<file path="src/rtl/gate_unit_scheduler.sv">
// Bit-serial scheduler sharing one combinational 1-bit gate unit between two requesters.
// Requests are granted round-robin and streamed LSB-first. Results return over a valid/ready port.
module gate_unit_scheduler #(
    parameter int WIDTH = 8
) (
    input  logic             clk,
    input  logic             rst_n,
    input  logic             req0_valid,
    output logic             req0_ready,
    input  logic [2:0]       req0_op,
    input  logic [WIDTH-1:0] req0_a,
    input  logic [WIDTH-1:0] req0_b,
    input  logic             req1_valid,
    output logic             req1_ready,
    input  logic [2:0]       req1_op,
    input  logic [WIDTH-1:0] req1_a,
    input  logic [WIDTH-1:0] req1_b,
    output logic             resp_valid,
    input  logic             resp_ready,
    output logic [WIDTH-1:0] resp_data,
    output logic             resp_id,
    output logic             resp_err,
    output logic             busy,
    output logic             gu_a,
    output logic             gu_b,
    input  logic             gu_and,
    input  logic             gu_nand,
    input  logic             gu_or,
    input  logic             gu_nor,
    input  logic             gu_not,
    input  logic             gu_xor,
    input  logic             gu_xnor
);

    localparam int IDXW = (WIDTH > 1) ? $clog2(WIDTH) : 1;
    localparam logic [IDXW-1:0] IDX_LAST = IDXW'(WIDTH - 1);
    localparam logic [2:0] OP_ILLEGAL = 3'd7;

    typedef enum logic [1:0] {
        ST_IDLE = 2'd0,
        ST_RUN  = 2'd1,
        ST_DONE = 2'd2
    } state_t;

    state_t           state_q, state_d;
    logic             last_q, last_d;
    logic [2:0]       op_q, op_d;
    logic [WIDTH-1:0] a_q, a_d;
    logic [WIDTH-1:0] b_q, b_d;
    logic [WIDTH-1:0] res_q, res_d;
    logic [IDXW-1:0]  idx_q, idx_d;
    logic             id_q, id_d;
    logic             err_q, err_d;

    logic             grant_s;
    logic             accept_s;
    logic             gate_bit_s;
    logic [2:0]       sel_op_s;
    logic [WIDTH-1:0] sel_a_s;
    logic [WIDTH-1:0] sel_b_s;

    function automatic logic gate_select(
        input logic [2:0] op,
        input logic       g_and,
        input logic       g_nand,
        input logic       g_or,
        input logic       g_nor,
        input logic       g_not,
        input logic       g_xor,
        input logic       g_xnor
    );
        logic r;
        r = 1'b0;
        case (op)
            3'd0:    r = g_and;
            3'd1:    r = g_nand;
            3'd2:    r = g_or;
            3'd3:    r = g_nor;
            3'd4:    r = g_not;
            3'd5:    r = g_xor;
            3'd6:    r = g_xnor;
            default: r = 1'b0;
        endcase
        return r;
    endfunction

    // Round-robin grant: on a tie the requester not served last wins.
    always_comb begin
        grant_s = 1'b0;
        if (req0_valid && req1_valid) begin
            grant_s = ~last_q;
        end else if (req1_valid) begin
            grant_s = 1'b1;
        end else begin
            grant_s = 1'b0;
        end
    end

    // Readies are held low during reset even though the state already reads IDLE.
    always_comb begin
        req0_ready = rst_n && (state_q == ST_IDLE) && req0_valid && !grant_s;
        req1_ready = rst_n && (state_q == ST_IDLE) && req1_valid &&  grant_s;
        accept_s   = req0_ready || req1_ready;
        sel_op_s   = grant_s ? req1_op : req0_op;
        sel_a_s    = grant_s ? req1_a  : req0_a;
        sel_b_s    = grant_s ? req1_b  : req0_b;
    end

    // Gate output selected by the latched opcode.
    always_comb begin
        gate_bit_s = gate_select(op_q, gu_and, gu_nand, gu_or, gu_nor,
                                 gu_not, gu_xor, gu_xnor);
    end

    // Next-state and datapath update.
    always_comb begin
        state_d = state_q;
        last_d  = last_q;
        op_d    = op_q;
        a_d     = a_q;
        b_d     = b_q;
        res_d   = res_q;
        idx_d   = idx_q;
        id_d    = id_q;
        err_d   = err_q;
        case (state_q)
            ST_IDLE: begin
                if (accept_s) begin
                    op_d   = sel_op_s;
                    a_d    = sel_a_s;
                    b_d    = sel_b_s;
                    id_d   = grant_s;
                    last_d = grant_s;
                    idx_d  = '0;
                    res_d  = '0;
                    err_d  = (sel_op_s == OP_ILLEGAL);
                    // An illegal opcode skips the serial phase entirely.
                    state_d = (sel_op_s == OP_ILLEGAL) ? ST_DONE : ST_RUN;
                end else begin
                    state_d = ST_IDLE;
                end
            end
            ST_RUN: begin
                res_d[idx_q] = gate_bit_s;
                if (idx_q == IDX_LAST) begin
                    idx_d   = '0;
                    state_d = ST_DONE;
                end else begin
                    idx_d   = idx_q + IDXW'(1);
                    state_d = ST_RUN;
                end
            end
            ST_DONE: begin
                if (resp_ready) begin
                    state_d = ST_IDLE;
                end else begin
                    state_d = ST_DONE;
                end
            end
            default: begin
                state_d = ST_IDLE;
            end
        endcase
    end

    // State and datapath registers; reset drops any in-flight transaction.
    always_ff @(posedge clk or negedge rst_n) begin
        if (!rst_n) begin
            state_q <= ST_IDLE;
            last_q  <= 1'b1;
            op_q    <= 3'd0;
            a_q     <= '0;
            b_q     <= '0;
            res_q   <= '0;
            idx_q   <= '0;
            id_q    <= 1'b0;
            err_q   <= 1'b0;
        end else begin
            state_q <= state_d;
            last_q  <= last_d;
            op_q    <= op_d;
            a_q     <= a_d;
            b_q     <= b_d;
            res_q   <= res_d;
            idx_q   <= idx_d;
            id_q    <= id_d;
            err_q   <= err_d;
        end
    end

    // Output decode from registered state.
    always_comb begin
        resp_valid = (state_q == ST_DONE);
        resp_data  = res_q;
        resp_id    = id_q;
        resp_err   = err_q;
        busy       = (state_q != ST_IDLE);
        if (state_q == ST_RUN) begin
            gu_a = a_q[idx_q];
            gu_b = b_q[idx_q];
        end else begin
            gu_a = 1'b0;
            gu_b = 1'b0;
        end
    end

endmodule
</file>
<file path="config.mk">
export PLATFORM = sky130hd
export DESIGN_NAME = gate_unit_scheduler
export DESIGN_NICKNAME = d
export VERILOG_FILES = /design/src/rtl/gate_unit_scheduler.sv
export SDC_FILE = /design/constraint.sdc
export NUM_CORES = 1
export LEC_CHECK = 0
export CORE_UTILIZATION = 35
export DETAILED_ROUTE_END_ITERATION = 7
export SYNTH_ARGS = -nofsm -noshare
export SYNTH_HDL_FRONTEND = slang
export SYNTH_SLANG_ARGS = --single-unit
export TNS_END_PERCENT = 100
</file>
<file path="constraint.sdc">
create_clock -name clk -period 2.4 [get_ports clk]
set_input_delay 0.48 -clock clk [delete_from_list [all_inputs] [get_ports clk]]
set_output_delay 0.48 -clock clk [all_outputs]
set_load 0.01 [all_outputs]
</file>
# Word-level counts from Yosys, hierarchy flattened
# Cells that the tools add are included.
[totals]
register_bits = 35
input_bits = 50
out_inout_bits = 16
wordCells = 64
[op_classes]
n_addsub = 1
magnitude_cmp = 2
n_eq_ne = 11
mux = 25
bitwise = 1
n_reduce_logical = 15
[ops]
columns = ["operator", "count"]
rows = [
  ["two-way mux 8 bit", 3],
  ["case mux 8 bit (2 select lines)", 1],
  ["== test 3 bit, second input constant", 5],
  ["two-way mux 3 bit", 3],
  ["bitwise mux 8 bit", 1],
  ["two-way mux 2 bit", 4],
  ["logical AND 1 bit", 7],
  ["two-way mux 1 bit", 7],
  ["case mux 1 bit (7 select lines)", 1],
  ["binary-select mux 1 bit (select 3 bit)", 2],
  ["== test 3 x 2 -> 1 bit, second input constant", 2],
  ["case mux 2 bit (3 select lines)", 1],
  ["case mux 3 bit (2 select lines)", 1],
  ["less-than comparator 3 x 4 -> 1 bit, second input constant", 1],
  ["AND reduction 2 bit", 2],
  ["nonzero test 2 bit", 2],
  ["adder 3 x 1 -> 3 bit, second input constant", 1],
  ["demux 1 bit (select 3 bit)", 1],
  ["== test 3 x 1 -> 1 bit, second input constant", 1],
  [">= comparator 3 x 1 -> 1 bit, second input constant", 1],
  ["logical NOT 3 bit", 1],
  ["== test 2 x 1 -> 1 bit, second input constant", 1],
  ["== test 2 bit, second input constant", 1],
  ["logical NOT 2 bit", 1],
  ["4 further kinds", 4],
]

# Logic depth before layout (Yosys ltp)
# Gate-level depths: netlist of run 1.
[depth]
ltp_word = 7
depth_mapped = 6
ltp_nobuf = 4

# Worst setup path before layout of run 1
# OpenSTA, ideal clock, no wires.
[synth_path]
kind = "reg-to-output"
start = "register idx_q[0]"
end = "output port gu_a"
t_arrival_ns = 1.276
required_ns = 1.920
slack_ns = 0.644
stages_incl_launch_ff = 5
n_path_buf = 1
path_cell_list = "dfrtp_1 buf_4 nor3b_1 a221oi_1 a31oi_1"
[synth_via]
elab_chain_cells = 3
[synth_rtl]
columns = ["element", "line_no", "rtl"]
rows = [
  ["start: declaration", "51", "logic [IDXW-1:0] idx_q, idx_d;"],
  ["start signal: assignment", "185", "idx_q <= idx_d;"],
  ["binary-select mux 1 bit (select 3 bit)", "199", "gu_a = a_q[idx_q];"],
  ["two-way mux 1 bit (not written as such)", "199", ""],
  ["two-way mux 1 bit", "198", "if (state_q == ST_RUN) begin"],
  ["end: declaration", "24", "output logic gu_a,"],
]
# No other way between the ends. The select of a mux whose other input is x is not followed.

# Worst setup path after layout of run 1
# Same ends and word-level chain as after synthesis.

==> metrics.log, run 1 <==
INFO  metric port_buffers = 65
INFO  metric critical_path.endpoint_type = output port
INFO  metric synthToLayoutAreaGrowth = 48.0%
INFO  metric synth-simple-area-share = 0.132
INFO  metric drt_first_pass_iters = 4
INFO  metric routed_wirelength = 4.44 mm
INFO  metric die_height = 74.9 um
INFO  metric final_antenna_net_count = 0
INFO  metric post_dp_cell_area = 2650 um2
INFO  metric gp_congestion = 0.742
INFO  metric timing_max_transition_violations_final = 0
INFO  metric setup_viol = 0
INFO  metric critical_path_required = 1.92 ns
INFO  metric globalRouteTotalUtil = 0.184
INFO  metric number_of_filler_cells_placed_in_the_layout = 503
INFO  metric worst_path_dominant_cell_family = buffers and inverters
INFO  metric finalInstanceArea = 2750 um2
INFO  metric yosys.area_share.xor_xnor = 0
INFO  metric holdCritStartpoint = a_q[1]$_DFFE_PN0P_
INFO  metric synth_area_per_cell = 10.5 um2
INFO  metric cts.root.buffer_cell = clkbuf_8
INFO  metric clock_skew = 0.00708 ns
INFO  metric worst_setup_path_start_kind = flip-flop
INFO  metric sw_frac_of_total = 0.371
INFO  metric ys.flop_type = dfrtp_1
INFO  metric critical_path_buf_inv_count = 3
INFO  metric grt_max_degree = 40
INFO  metric clockBufferDepth = 2
INFO  metric synth.mux.area_fraction = 0.132
INFO  metric io_pins = 66
INFO  metric holdWs = 0.485 ns
INFO  metric grt_setup_unrepaired = no
INFO  metric fin_crit_sh = 0.955
INFO  metric cp_cell_sequence = buf_4, nor3b_1, buf_4, a221oi_1, a31oi_1, clkdlybuf4s15_1
INFO  metric max-vdd-ir-drop = 0.000445 V
INFO  metric vias_per_cell = 5.01
INFO  metric sequentialPowerShare = 0.383
INFO  metric crit_start = idx_q[0]$_DFFE_PN0P_
INFO  metric diodes = 0
INFO  metric critical_path.slowest_cell = dfrtp_2
INFO  metric critPathMaxFanout = 8
INFO  metric postSynthCellCount = 177
INFO  metric drc = 0
INFO  metric drive_above_1_share = 0.152
INFO  metric fraction_of_the_mapped_netlist_area_in_compound_gates = 0.210
INFO  metric cell_internal_pwr = 1.83 mW
INFO  metric mappedNetlistNets = 229
INFO  metric hold_class = reg -> reg
INFO  metric synth-edff-count = 0
INFO  metric dr_total_vias = 1632
INFO  metric cts.htree.levels = 2
INFO  metric grt_pass1_vias = 1603
INFO  metric path_common_cell = buf_4
INFO  metric fin_crit = 2.29 ns
INFO  metric combinational_family_with_the_most_area_after_synthesis = compound AO/OA/AOI/OAI gates
INFO  metric p_comb_frac = 0.476
INFO  metric yosysUniqueCellTypes = 38
INFO  metric relSlewSlack = 0.706
INFO  metric die-area = 5610 um2
INFO  metric grt_first_pass_wirelength = 7.52 mm
INFO  metric tritoncts_clock_tree = done
INFO  metric initial_cell_density_of_the_core = 0.364
INFO  metric ys_seq_area_frac = 0.471
INFO  metric num_cts_buffers = 5
INFO  metric netlist.area_leader.share = 0.457
INFO  metric power.density = 1060 nW/um2
INFO  metric chipWidth = 74.9 um
INFO  metric number_of_max_capacitance_violations_reported = 0
INFO  metric timing_hold_violations_final = 0
INFO  metric antenna_violations_before_repair = 0
INFO  metric grt_overflow = 0
INFO  metric synth-seq-cells = 35
INFO  metric ys_top_cells_by_area = dfrtp_1 (46%), mux2i_1 (11%), o21ai_0 (5.4%)
INFO  metric synth_area = 1860 um2
INFO  metric p_sw = 1.08 mW
INFO  metric rr_startpoint = last_q$_DFFE_PN1P_
INFO  metric leakage = 1.16 nW
INFO  metric yosys.area_share.adder = 0.0134
INFO  metric clock_pin_slew_reported_for_the_worst_setup_and_hold_paths_after_clock_tree_synthesis = 0.07 ns
INFO  metric cts_sinks = 35
INFO  metric half_perimeter_wire_length_after_detailed_placement = 3.34 mm
INFO  metric design.final.nets = 307
INFO  metric timing_worst_slew_pin_value = 0.441 ns
INFO  metric layout.area.seq = 881 um2
INFO  metric worst-setup-path-type = reg -> out
INFO  metric multiInputGateArea = 922 um2
INFO  metric arrival = 1.81 ns
INFO  metric clock_power_share = 0.141
INFO  metric synth-async-reset-ratio = 1.00
INFO  metric top_achievable_clock_speed = 436 MHz
INFO  metric outcome = completed
INFO  metric drtIter0Drc = 76
INFO  metric synthesis.yosys.warnings = 0
INFO  metric wire_per_inst = 13.6 um
INFO  metric yosys.area.top_type = dfrtp_1
INFO  metric max_stage_delay_on_crit_path = 0.47 ns
INFO  metric row_count = 26
INFO  metric core_region_area = 5110 um2
INFO  metric clock_latency = 0.29 ns
[metal layers]
layer  track usage  up-vias  wire (um)
met5             0        -          0
li1              -      817          -
met2         0.280       41       2130
met1         0.250      765       2030
met3        0.0308        9        162
met4        0.0985        0        118
[layout make-up]
type	count	share of cell area
clock inverter	1	0.00182
multi-input combinational	130	0.335
tap	70	0.0318
sequential	35	0.320
clock buffer	7	0.0277
timing repair buffer	83	0.284
[placed cells by master (no fill, tap or decap), drive strengths merged, types with 2 or more instances in the layout]
master,n
clkbuf,7
nand3,2
nor2b,3
a22oi,4
o21a,2
nand3b,2
a22o,2
dlygate4sd2,3
ha,2
buf,18
clkdlybuf4s50,61
nor3b,4
dfrtp,34
nand2,25
o21ai,25
a31oi,3
a21oi,9
a311oi,8
mux2i,21
nor2,3
a221oi,2
[flip-flops by register name, indices dropped and copies added, names as in the netlist]
| name | count |
|---|---|
| a_q | 8 |
| b_q | 8 |
| resp_data | 8 |
| idx_q | 3 |
| op_q | 3 |
| state_q | 2 |
| last_q | 1 |
| resp_err | 1 |
| resp_id | 1 |
[what timing repair did]
| item | 4_1_cts | 5_1_grt |
|---|---|---|
| setup endpoints to repair | 4 | 2 |
| pin swaps | 0 | 1 |
| setup buffers | 0 | 2 |
| hold buffers | 0 | 0 |
| gates resized for setup | 8 | 3 |
| hold endpoints to repair | 0 | 0 |
[path summary, 6_finish.rpt]
path	endpoint	slack, ns	cells after the start
setup / recovery	gu_a	0.11	6
hold / removal	a_q[1]$_DFFE_PN0P_	0.48	2
setup reg to reg	state_q[1]$_DFF_PN0_	0.76	5
hold reg to reg	a_q[1]$_DFFE_PN0P_	0.48	2
max in group asynchronous	last_q$_DFFE_PN1P_	1.38	2
min in group asynchronous	b_q[7]$_DFFE_PN0P_	0.68	2
[power by group through the flow]
stage          clock (mW)  sequential [mW]  combinational (mW)
2_1_floorplan           0             1.07               0.831
3_3_place_gp            0             1.12                1.35
3_5_place_dp            0             1.12                1.38
4_1_cts             0.425             1.12                1.36
5_1_grt             0.442             1.16                1.56
6_report            0.411             1.11                1.39
[kinds of logic (layout without fill, tap and decap cells)]
group,after synthesis,in the layout
AND/OR/NAND/NOR,46,46
adder cells (fa/ha/maj),2,2
buffers and inverters,12,91
flip-flops,35,35
multiplexers,22,22
AO/OA/AOI/OAI,60,60
[worst register-to-register path, stage by stage (launching register included)]
cell,delay [ns]
dfstp_2,0.57
a21boi_4,0.07
buf_4,0.25
nand4_1,0.16
o21ai_0,0.12
a221o_1,0.36
[cells in the mapped netlist, types with 2 or more instances]
library cell / number
nand2_1: 25
a22oi_1: 4
a221oi_1: 2
a31oi_1: 3
a21oi_1: 9
nor2_1: 3
nand3b_1: 2
nor3b_1: 3
buf_4: 5
ha_1: 2
a22o_1: 2
o21ai_0: 20
nand3_1: 2
a311oi_1: 8
nor2b_1: 3
o21a_1: 2
o21ai_1: 5
mux2i_1: 20
buf_2: 5
dfrtp_1: 34
[metrics by stage]
| step | setup TNS, ns | cells | worst slack, ns | utilization | power [mW] |
|---|---|---|---|---|---|
| after floorplan | 0 | 177 | 0.644 | - | 1.90 |
| after global placement | 0 | 316 | 0.0251 | 0.518 | 2.47 |
| after detailed placement | -0.0740 | 316 | -0.0613 | 0.518 | 2.50 |
| after CTS | 0 | 324 | 0.0470 | 0.534 | 2.90 |
| after global routing | 0 | 326 | 0.0179 | 0.539 | 3.16 |
| final | 0 | 326 | 0.108 | 0.539 | 2.91 |
No activity file was read; power rests on OpenSTA's default activity.
==> run 2, diff against run 1 <==
MAX_ROUTING_LAYER = met4   (was not set)
==> run 2 against run 1 <==
Compared with the run above: cell count stayed put; utilization is 0.12 points lower; count of clock-buffer cells in the layout stayed put; final area is 0.23% lower; register-to-register slack hardly changed; maximum frequency is 1.1% lower; clock power hardly changed; global-route usage is 0.61 points higher.
==> metrics.log, run 2 (synthesis gave the netlist of run 1 again) <==
INFO  metric cts_sinks = 35 (unchanged)
INFO  metric clock_skew = 0.00695 ns (was 0.00708 ns)
INFO  metric dr_total_vias = 1621 (was 1632)
INFO  metric worst-setup-path-type = reg -> out (unchanged)
INFO  metric slack_of_the_worst_reg_to_reg_path = 0.77 ns (was 0.76 ns)
INFO  metric relSlewSlack = 0.708 (was 0.706)
INFO  metric max-vdd-ir-drop = 0.000430 V (was 0.000445 V)
INFO  metric fin_crit_sh = 0.966 (was 0.955)
INFO  metric die-area = 5610 um2 (unchanged)
INFO  metric setup_viol = 0 (unchanged)
INFO  metric final_antenna_net_count = 0 (unchanged)
INFO  metric leakage = 1.16 nW (about the same)
INFO  metric hold_class = reg -> reg (unchanged)
INFO  metric number_of_filler_cells_placed_in_the_layout = 503 (unchanged)
INFO  metric multiInputGateArea = 917 um2 (was 922 um2)
INFO  metric worst_hold_path.endpoint = a_q[1]$_DFFE_PN0P_ (unchanged)
INFO  metric vias_per_cell = 4.97 (was 5.01)
INFO  metric timing_worst_slew_pin_value = 0.437 ns (was 0.441 ns)
INFO  metric timing_max_transition_violations_final = 0 (unchanged)
INFO  metric initial_cell_density_of_the_core = 0.364 (unchanged)
INFO  metric diodes = 0 (unchanged)
INFO  metric grt_first_pass_wirelength = 7.51 mm (was 7.52 mm)
INFO  metric design_power_total = 2.90 mW (was 2.91 mW)
INFO  metric grt_pass1_vias = 1603 (unchanged)
INFO  metric globalRouteTotalUtil = 0.190 (was 0.184)
INFO  metric critical_path.endpoint_type = output port (unchanged)
INFO  metric fin_crit = 2.32 ns (was 2.29 ns)
INFO  metric grt_max_degree = 40 (unchanged)
INFO  metric drc = 0 (unchanged)
INFO  metric fin_util = 0.538 (was 0.539)
INFO  metric power.density = 1060 nW/um2 (about the same)
INFO  metric number_of_max_capacitance_violations_reported = 0 (unchanged)
INFO  metric routed_wirelength = 4.42 mm (was 4.44 mm)
INFO  metric critPathMaxFanout = 8 (unchanged)
INFO  metric half_perimeter_wire_length_after_detailed_placement = 3.34 mm (unchanged)
INFO  metric port_buffers = 65 (unchanged)
INFO  metric layout.area.seq = 881 um2 (unchanged)
INFO  metric chipWidth = 74.9 um (unchanged)
INFO  metric num_cts_buffers = 5 (unchanged)
INFO  metric drt_first_pass_iters = 4 (unchanged)
INFO  metric timing_hold_violations_final = 0 (unchanged)
INFO  metric wire_per_inst = 13.6 um (about the same)
INFO  metric hold_path_depth = 2 (unchanged)
INFO  metric top_achievable_clock_speed = 431 MHz (was 436 MHz)
INFO  metric critical_path_required = 1.92 ns (about the same)
INFO  metric antenna_violations_before_repair = 0 (unchanged)
INFO  metric drive_above_1_share = 0.148 (was 0.152)
INFO  metric design.final.nets = 307 (unchanged)
INFO  metric worst_setup_path_start_kind = flip-flop (unchanged)
INFO  metric synthToLayoutAreaGrowth = 47.7% (was 48.0%)
INFO  metric clockBufferDepth = 2 (unchanged)
INFO  metric row_count = 26 (unchanged)
INFO  metric commonest_non_fill_non_tap_cell_in_the_layout = clkdlybuf4s50_1 (unchanged)
INFO  metric cts.htree.levels = 2 (unchanged)
INFO  metric post_dp_cell_area = 2650 um2 (unchanged)
INFO  metric rr_startpoint = last_q$_DFFE_PN1P_ (unchanged)
INFO  metric outcome = completed (unchanged)
INFO  metric io_pins = 66 (unchanged)
INFO  metric clock_latency = 0.29 ns (about the same)
INFO  metric layout_common_cells = clkdlybuf4s50_1 (61), dfrtp_1 (31), nand2_1 (25) (unchanged)
INFO  metric setup_total_negative_slack = 0 ns (unchanged)
INFO  metric drtIter0Drc = 122 (was 76)
INFO  metric die_height = 74.9 um (unchanged)
INFO  metric holdCritStartpoint = a_q[1]$_DFFE_PN0P_ (unchanged)
INFO  metric clock_pin_slew_reported_for_the_worst_setup_and_hold_paths_after_clock_tree_synthesis = 0.07 ns (about the same)
INFO  metric holdWs = 0.486 ns (was 0.485 ns)
INFO  metric critical_path.reg2reg.endpoint = state_q[1]$_DFF_PN0_ (unchanged)
INFO  metric grt_overflow = 0 (unchanged)
INFO  metric tritoncts_clock_tree = done (unchanged)
INFO  metric arrival = 1.84 ns (was 1.81 ns)
INFO  metric core_region_area = 5110 um2 (unchanged)
INFO  metric gp_congestion = 0.751 (was 0.742)
INFO  metric finalInstanceArea = 2750 um2 (about the same)
INFO  metric post_cts_hold_buffer_count = 0 (unchanged)
INFO  metric cts.root.buffer_cell = clkbuf_8 (unchanged)
INFO  metric timing.reg2reg.worst_path_depth = 5 (unchanged)
run 2: cell types whose count changed in the layout (fill, tap and decap cells not counted):
cell	before	now
nor3b_2	1	0
dlygate4sd2_1	3	4
nor3b_1	2	3
clkdlybuf4s15_1	1	0
run 2: worst max-delay path by stage:
stage	start	endpoint	slack [ns]
after floorplan	idx_q[0]$_DFFE_PN0P_	gu_a	0.64
after global placement	rst_n	req0_ready	0.03
after detailed placement	rst_n	req0_ready	-0.06
after CTS	idx_q[0]$_DFFE_PN0P_	gu_b	0.05
after global routing	idx_q[0]$_DFFE_PN0P_	gu_a	-0.004
final	idx_q[0]$_DFFE_PN0P_	gu_a	0.08
run 2: cell type report:
type                    count  share of cell area
multi-input cells         130               0.334
flip-flops and latches     35               0.321
clock inverters             1             0.00182
repair buffers             83               0.284
well taps                  70              0.0319
clock buffers               7              0.0278
run 2: report_power, final:
group / internal (mW) / total (mW) / leakage [nW] / switching (mW)
combinational: 0.743 / 1.38 / 0.686 / 0.637
sequential: 0.880 / 1.11 / 0.432 / 0.231
clock: 0.203 / 0.411 / 0.0422 / 0.208
run 2: per-stage QoR:
step / worst slack (ns) / instances
after global placement: 0.0251 / 316
after detailed placement: -0.0613 / 316
after CTS: 0.0470 / 324
after floorplan: 0.644 / 177
after global routing: -0.00386 / 326
final: 0.0819 / 326
run 2: what timing repair did:
| action | in CTS | in global routing |
|---|---|---|
| gates resized for setup | 8 | 1 |
| setup endpoints to repair | 4 | 2 |
| buffers inserted | 0 | 2 |
| cloned | 0 | 0 |
run 2: layer usage:
metal | part of all wire | GRT usage | vias up
met3 | 0.031 | 0.0295 | 9
li1 | - | - | 815
met1 | 0.46 | 0.252 | 758
met5 | 0 | - | -
met4 | 0.027 | 0.0985 | 0
met2 | 0.48 | 0.280 | 39
run 2: critical path, stage by stage, from the launching register on:
cell,delay [ns]
dfrtp_2,0.46
buf_4,0.15
nor3b_1,0.12
buf_4,0.15
a221oi_1,0.23
a31oi_1,0.13
dlygate4sd2_1,0.30
